<file path="config.mk">
export PLATFORM = sky130hd
export DESIGN_NAME = ret_addr_pusher
export DESIGN_NICKNAME = d
export VERILOG_FILES = /design/src/rtl/ret_addr_pusher.sv
export SDC_FILE = /design/constraint.sdc
export NUM_CORES = 1
export LEC_CHECK = 0
export ABC_AREA = 1
export CAP_MARGIN = 10
export CORE_MARGIN = 1.5
export CORE_UTILIZATION = 49
export DETAILED_ROUTE_END_ITERATION = 12
export PLACE_DENSITY = 0.95
export SLEW_MARGIN = 20
export SYNTH_ARGS = -nofsm -noshare
export SYNTH_HDL_FRONTEND = slang
export SYNTH_SLANG_ARGS = --single-unit
</file>
<file path="constraint.sdc">
create_clock -name clk -period 4.4 [get_ports clk]
set_input_delay 0.88 -clock clk [delete_from_list [all_inputs] [get_ports clk]]
set_output_delay 0.88 -clock clk [all_outputs]
set_load 0.005 [all_outputs]
</file>
<file path="src/rtl/ret_addr_pusher.sv">
// Pushes the return context (flags for interrupts, then PC low and high words)
// onto the data-memory stack, holding fetch until the stack image is complete.
module ret_addr_pusher (
   input  logic        clk,
   input  logic        reset,
   input  logic        call_req,
   input  logic        int_req,
   input  logic [31:0] ret_pc,
   input  logic [2:0]  flags,
   input  logic [31:0] sp,
   input  logic        mem_grant,
   output logic        mem_wr_en,
   output logic [31:0] mem_addr,
   output logic [15:0] mem_wdata,
   output logic        sp_wr_en,
   output logic [31:0] sp_next,
   output logic        busy,
   output logic        done
);

   typedef enum logic [2:0] {
      IDLE       = 3'd0,
      PUSH_FLAGS = 3'd1,
      PUSH_LO    = 3'd2,
      PUSH_HI    = 3'd3,
      DONE       = 3'd4
   } state_t;

   state_t      state_r;
   state_t      next_state_s;
   logic [31:0] pc_q;
   logic [31:0] addr_q;
   logic [2:0]  fl_q;
   logic        push_s;
   logic [15:0] word_s;

   // State register; shares the falling-edge domain with the PC register
   always_ff @(negedge clk) begin
      if (reset) begin
         state_r <= IDLE;
      end else begin
         state_r <= next_state_s;
      end
   end

   // Context capture on acceptance, then one modular decrement per granted write
   always_ff @(negedge clk) begin
      if (reset) begin
         pc_q   <= 32'd0;
         fl_q   <= 3'd0;
         addr_q <= 32'd0;
      end else if ((state_r == IDLE) && (int_req || call_req)) begin
         pc_q   <= ret_pc;
         fl_q   <= flags;
         addr_q <= sp;
      end else if (push_s && mem_grant) begin
         addr_q <= addr_q - 32'd1;
      end
   end

   // Next-state logic; interrupt beats a simultaneous CALL
   always_comb begin
      next_state_s = state_r;
      case (state_r)
         IDLE: begin
            if (int_req) begin
               next_state_s = PUSH_FLAGS;
            end else if (call_req) begin
               next_state_s = PUSH_LO;
            end else begin
               next_state_s = IDLE;
            end
         end
         PUSH_FLAGS: next_state_s = mem_grant ? PUSH_LO : PUSH_FLAGS;
         PUSH_LO:    next_state_s = mem_grant ? PUSH_HI : PUSH_LO;
         PUSH_HI:    next_state_s = mem_grant ? DONE    : PUSH_HI;
         DONE:       next_state_s = IDLE;
         default:    next_state_s = IDLE;
      endcase
   end

   // Word selection for the current push state
   always_comb begin
      push_s = 1'b0;
      word_s = 16'd0;
      case (state_r)
         PUSH_FLAGS: begin
            push_s = 1'b1;
            word_s = {13'd0, fl_q};
         end
         PUSH_LO: begin
            push_s = 1'b1;
            word_s = pc_q[15:0];
         end
         PUSH_HI: begin
            push_s = 1'b1;
            word_s = pc_q[31:16];
         end
         default: begin
            push_s = 1'b0;
            word_s = 16'd0;
         end
      endcase
   end

   // Outputs; data buses stay zero whenever their strobe is low
   always_comb begin
      mem_wr_en = 1'b0;
      mem_addr  = 32'd0;
      mem_wdata = 16'd0;
      sp_wr_en  = 1'b0;
      sp_next   = 32'd0;
      busy      = (state_r != IDLE);
      done      = (state_r == DONE);
      if (push_s && mem_grant) begin
         mem_wr_en = 1'b1;
         mem_addr  = addr_q;
         mem_wdata = word_s;
         sp_wr_en  = 1'b1;
         sp_next   = addr_q - 32'd1;
      end else begin
         mem_wr_en = 1'b0;
         sp_wr_en  = 1'b0;
      end
   end

endmodule

</file>
==> impl_metrics.yaml, run 1 <==
logic_synthesis:
  yosys_register_bits: 70
  synth_top_cell_by_area: "dfxtp_1"
  yosysUniqueCellTypes: 35
  netlist.area_leader.share: 0.324
  async_flop_share: 0
  ys_warn_count: 0
  syn_area_per_cell_um2: 6.09
  ys.flop_type: "dfxtp_1"
  synthesis.nets: 782
  netlist_area_um2: 4320
  seq_area_frac_synth: 0.324
  synth_cells: 709
  synth_edf_count: 0
  synth_area_leaders: "dfxtp_1 (32%), nand2_1 (16%), inv_1 (9.4%)"
place:
  port_buffers: 155
  dpl-instance-area_um2: 6540
  place_ws_ns: -0.587
  gp_congestion: 1.03
  dp_hpwl_mm: 10.7
run_status:
  tool.error: "[ERROR DPL-0033] detailed placement checks failed during check placement."
  status: "did not finish"
  failed_stage: "clock tree synthesis"
clock_tree:
  clock_sinks: 70
  htree_levels: 3
  root_buffer: "clkbuf_8"
  ctsResizeCount: 604
  hold_buffers: 0
  clockBufferDepth: 2
  cts_made_buffers: 9
  cts_setup_buffers: 118
floorplan:
  die_y_um: 96.9
  io_pins: 156
  fp.dieW_um: 96.9
  initial_core_util: 0.500
  fp-row-count: 34
cells in the mapped netlist, types with 3 or more instances:
library cell and count:
a31oi_2 6, a21oi_1 72, xor2_1 6, clkbuf_1 8, o21ai_1 7, nand3_2 3, dfxtp_1 70, o21ai_0 36
nand3_1 34, nand4_1 4, inv_1 108, buf_2 18, a31oi_1 3, nand2_2 13, inv_2 7, nor2_1 92
o22ai_1 4, nand2_1 189, nor2_2 9
cells by family after synthesis:
kind of cell             count (synthesis)  share of synthesized area
XOR/XNOR                                 6                     0.0122
flip-flops                              70                      0.324
buffers and inverters                  149                      0.144
AND/OR/NAND/NOR                        352                      0.350
AO/OA/AOI/OAI                          131                      0.167
adder cells (fa/ha/maj)                  1                    0.00290
per-stage QoR:
| step | hold slack [ns] | std cells |
|---|---|---|
| detailed placement | 0.453 | 1024 |
| global placement | 0.442 | 1024 |
| floorplan | 0.430 | 709 |
==> run 2, diff against run 1 <==
Settings changed: CORE_UTILIZATION 49 to 40, PLACE_DENSITY 0.95 to not set, PLACE_DENSITY_LB_ADDON set to 0.15.
==> run 2 against run 1 <==
Compared with the run above:
- the flow now finishes, with violations (setup timing)
- synthesized cell count unchanged
- area after synthesis unchanged
==> impl_metrics.yaml, run 2 <==
layout:
  layout-drive-gt1-share: 0.499
  layout_commonest_cell: "inv_1"
  mostFrequentLayoutCells: "inv_1 (152), nand2_1 (143), buf_4 (123)"
  reg_top3: "addr_q x32, pc_q x32"
  num-nets-final: 1189
  antennaDiodeCount: 0
  syn2layout_area_growth_pct: 111
detailed_routing:
  finalWirelength_mm: 26.9
  wire_per_inst_um: 21.5
  antenna_left: 0
  drc_errors: 0
  drtPass1Iterations: 6
  vias: 7341
  via_per_inst: 5.84
  first_iter_violations: 1041
critical_path:
  endpoint_kind: "output port"
  startpoint: "addr_q[12]"
  cp-start-kind: "register"
  slowest_delay_ns: 0.36
  path_class: "reg -> out"
  worst_r2r_startpoint: "addr_q[0]"
  crit_family: "simple AND/OR/NAND/NOR gates"
  crit_buf_inv: 2
  crit_slowest_cell: "dfxtp_2"
  critPathRequiredTime_ns: 3.52
  crit_chain: "nor2_2, nand2_1, nor2_2, nand2_1, o21ai_2, nand3_2, inv_1, dlygate4sd2_1"
  cp_max_fo: 3
  arrival_ns: 4.39
place:
  gp_congestion: 1.01
  port_buffers: 155
  dp_hpwl_mm: 10.8
min_path:
  min-delay-start: "pc_q[20]"
  worstHoldPathType: "reg -> reg"
sta:
  rsz0062_at_grt: "yes"
  hold_viol_final: 0
  worst_slew_pin_slew_ns: 0.494
  tns_ns: -41.35
  max-slew-margin-rel: 0.670
  fin_hold_ws_ns: 0.465
  finalClockSkew_ns: 0.0423
  drv_slew: 0
  setup_viol: 85
  fin_ws_ns: -0.867
logic_synthesis:
  ys_warn_count: 0
  yosys_register_bits: 70
  yosys.cell_count.top_type: "nand2_1"
  yosysUniqueCellTypes: 35
  async_flop_share: 0
  synth_edf_count: 0
  synth_common_cells: "nand2_1 (189), inv_1 (108), nor2_1 (92)"
  synth_area_leaders: "dfxtp_1 (32%), nand2_1 (16%), inv_1 (9.4%)"
  synth_cells: 709
  synth_top_cell_by_area: "dfxtp_1"
  netlist.area_leader.share: 0.324
  ys.flop_type: "dfxtp_1"
  synthesis.nets: 782
  netlist_area_um2: 4320
  seq_area_frac_synth: 0.324
  syn_area_per_cell_um2: 6.09
clock_tree:
  htree_levels: 3
  cts.reportedPaths.clkPinSlew_ns: 0.06
  clk_latency_ns: 0.47
  clockBufferDepth: 2
  root_buffer: "clkbuf_8"
  cts_made_buffers: 9
  hold_buffers: 0
  clock_sinks: 70
  cts_tree: "yes"
run_status:
  violations: "setup timing"
  status: "complete, but fails checks"
pwr:
  p_leak_uw: 0.00457
  p_per_area_nw_per_um2: 418
  p_total_uw: 3810
  ir_drop_v: 0.000259
floorplan:
  fp-row-count: 37
  initial_core_util: 0.415
  io_pins: 156
  die_y_um: 107
  fp.dieW_um: 107
  fp.dieArea_um2: 11400
  core_um2: 10400
global_routing:
  grt_max_degree: 43
  overflow: 0
  grt_use_total: 0.334
  antenna_found_initial: 0
  grt_pass1_vias: 6659
  grt_pass1_wl_mm: 30.2
job:
  drv_cap: 0
run 2: cell counts after synthesis:
No cell type changed its count.
run 2: kinds of logic (layout without fill, tap and decap cells):
family | after synthesis | in the layout | share of synthesized area
xor+xnor | 6 | 6 | 0.0122
buf+inv | 149 | 560 | 0.144
fa+ha+maj | 1 | 1 | 0.00290
compound gates | 131 | 131 | 0.167
flops | 70 | 70 | 0.324
simple gates | 352 | 352 | 0.350
run 2: final timing paths:
| path | end | slack, ns | cells after the start |
|---|---|---|---|
| worst max-delay path | sp_next[28] | -0.87 | 8 |
| worst min-delay path | pc_q[20] | 0.47 | 2 |
| worst max register to register | addr_q[22] | 1.43 | 21 |
| worst min register to register | pc_q[20] | 0.47 | 2 |
run 2: area by class of cell:
type | instances | area [um^2]
multi-input cells | 490 | 3340
repair buffers | 359 | 3220
flip-flops and latches | 70 | 1420
fillers | 512 | 1290
inverters | 116 | 487
clock inverters | 76 | 355
well taps | 136 | 170
clock buffers | 9 | 124
run 2: worst min-delay path, delay by kind of cell, from the launching register on:
| family | cells | cell delay [ns] |
|---|---|---|
| AOI/OAI and AO/OA | 1 | 0.05 |
| DFF | 1 | 0.30 |
| and+or+nand+nor | 1 | 0.06 |
run 2: per-layer routing:
metal  part of all wire  vias up  wire, um  track usage
met2               0.47      726     12700        0.607
li1                   -     3015         -            -
met5                  0        -         0            0
met1               0.32     3342      8580        0.328
met3               0.12      258      3180        0.117
met4              0.094        0      2530        0.190
run 2: where the power goes:
group / internal, uW / total, uW / switching (uW)
Sequential: 728 / 828 / 99.6
Combinational: 887 / 2040 / 1150
Clock: 406 / 945 / 540
run 2: through the flow:
stage | std cells | utilization | worst slack, ns | instance area, um^2
after floorplan | 709 | - | 0.0102 | 4320
after global placement | 1050 | 0.629 | -0.556 | 6550
after detailed placement | 1050 | 0.629 | -0.580 | 6550
after CTS | 1216 | 0.785 | -0.589 | 8170
after global routing | 1256 | 0.876 | -1.10 | 9120
final | 1256 | 0.876 | -0.867 | 9120
run 2: timing repair:
| action | in CTS | in global routing |
|---|---|---|
| pin swaps | 65 | 75 |
| gates cloned | 2 | 2 |
| endpoints found under the setup margin | 84 | 87 |
| setup buffers | 81 | 62 |
| gates resized for setup | 483 | 269 |
(Power assumes the default switching activity.)
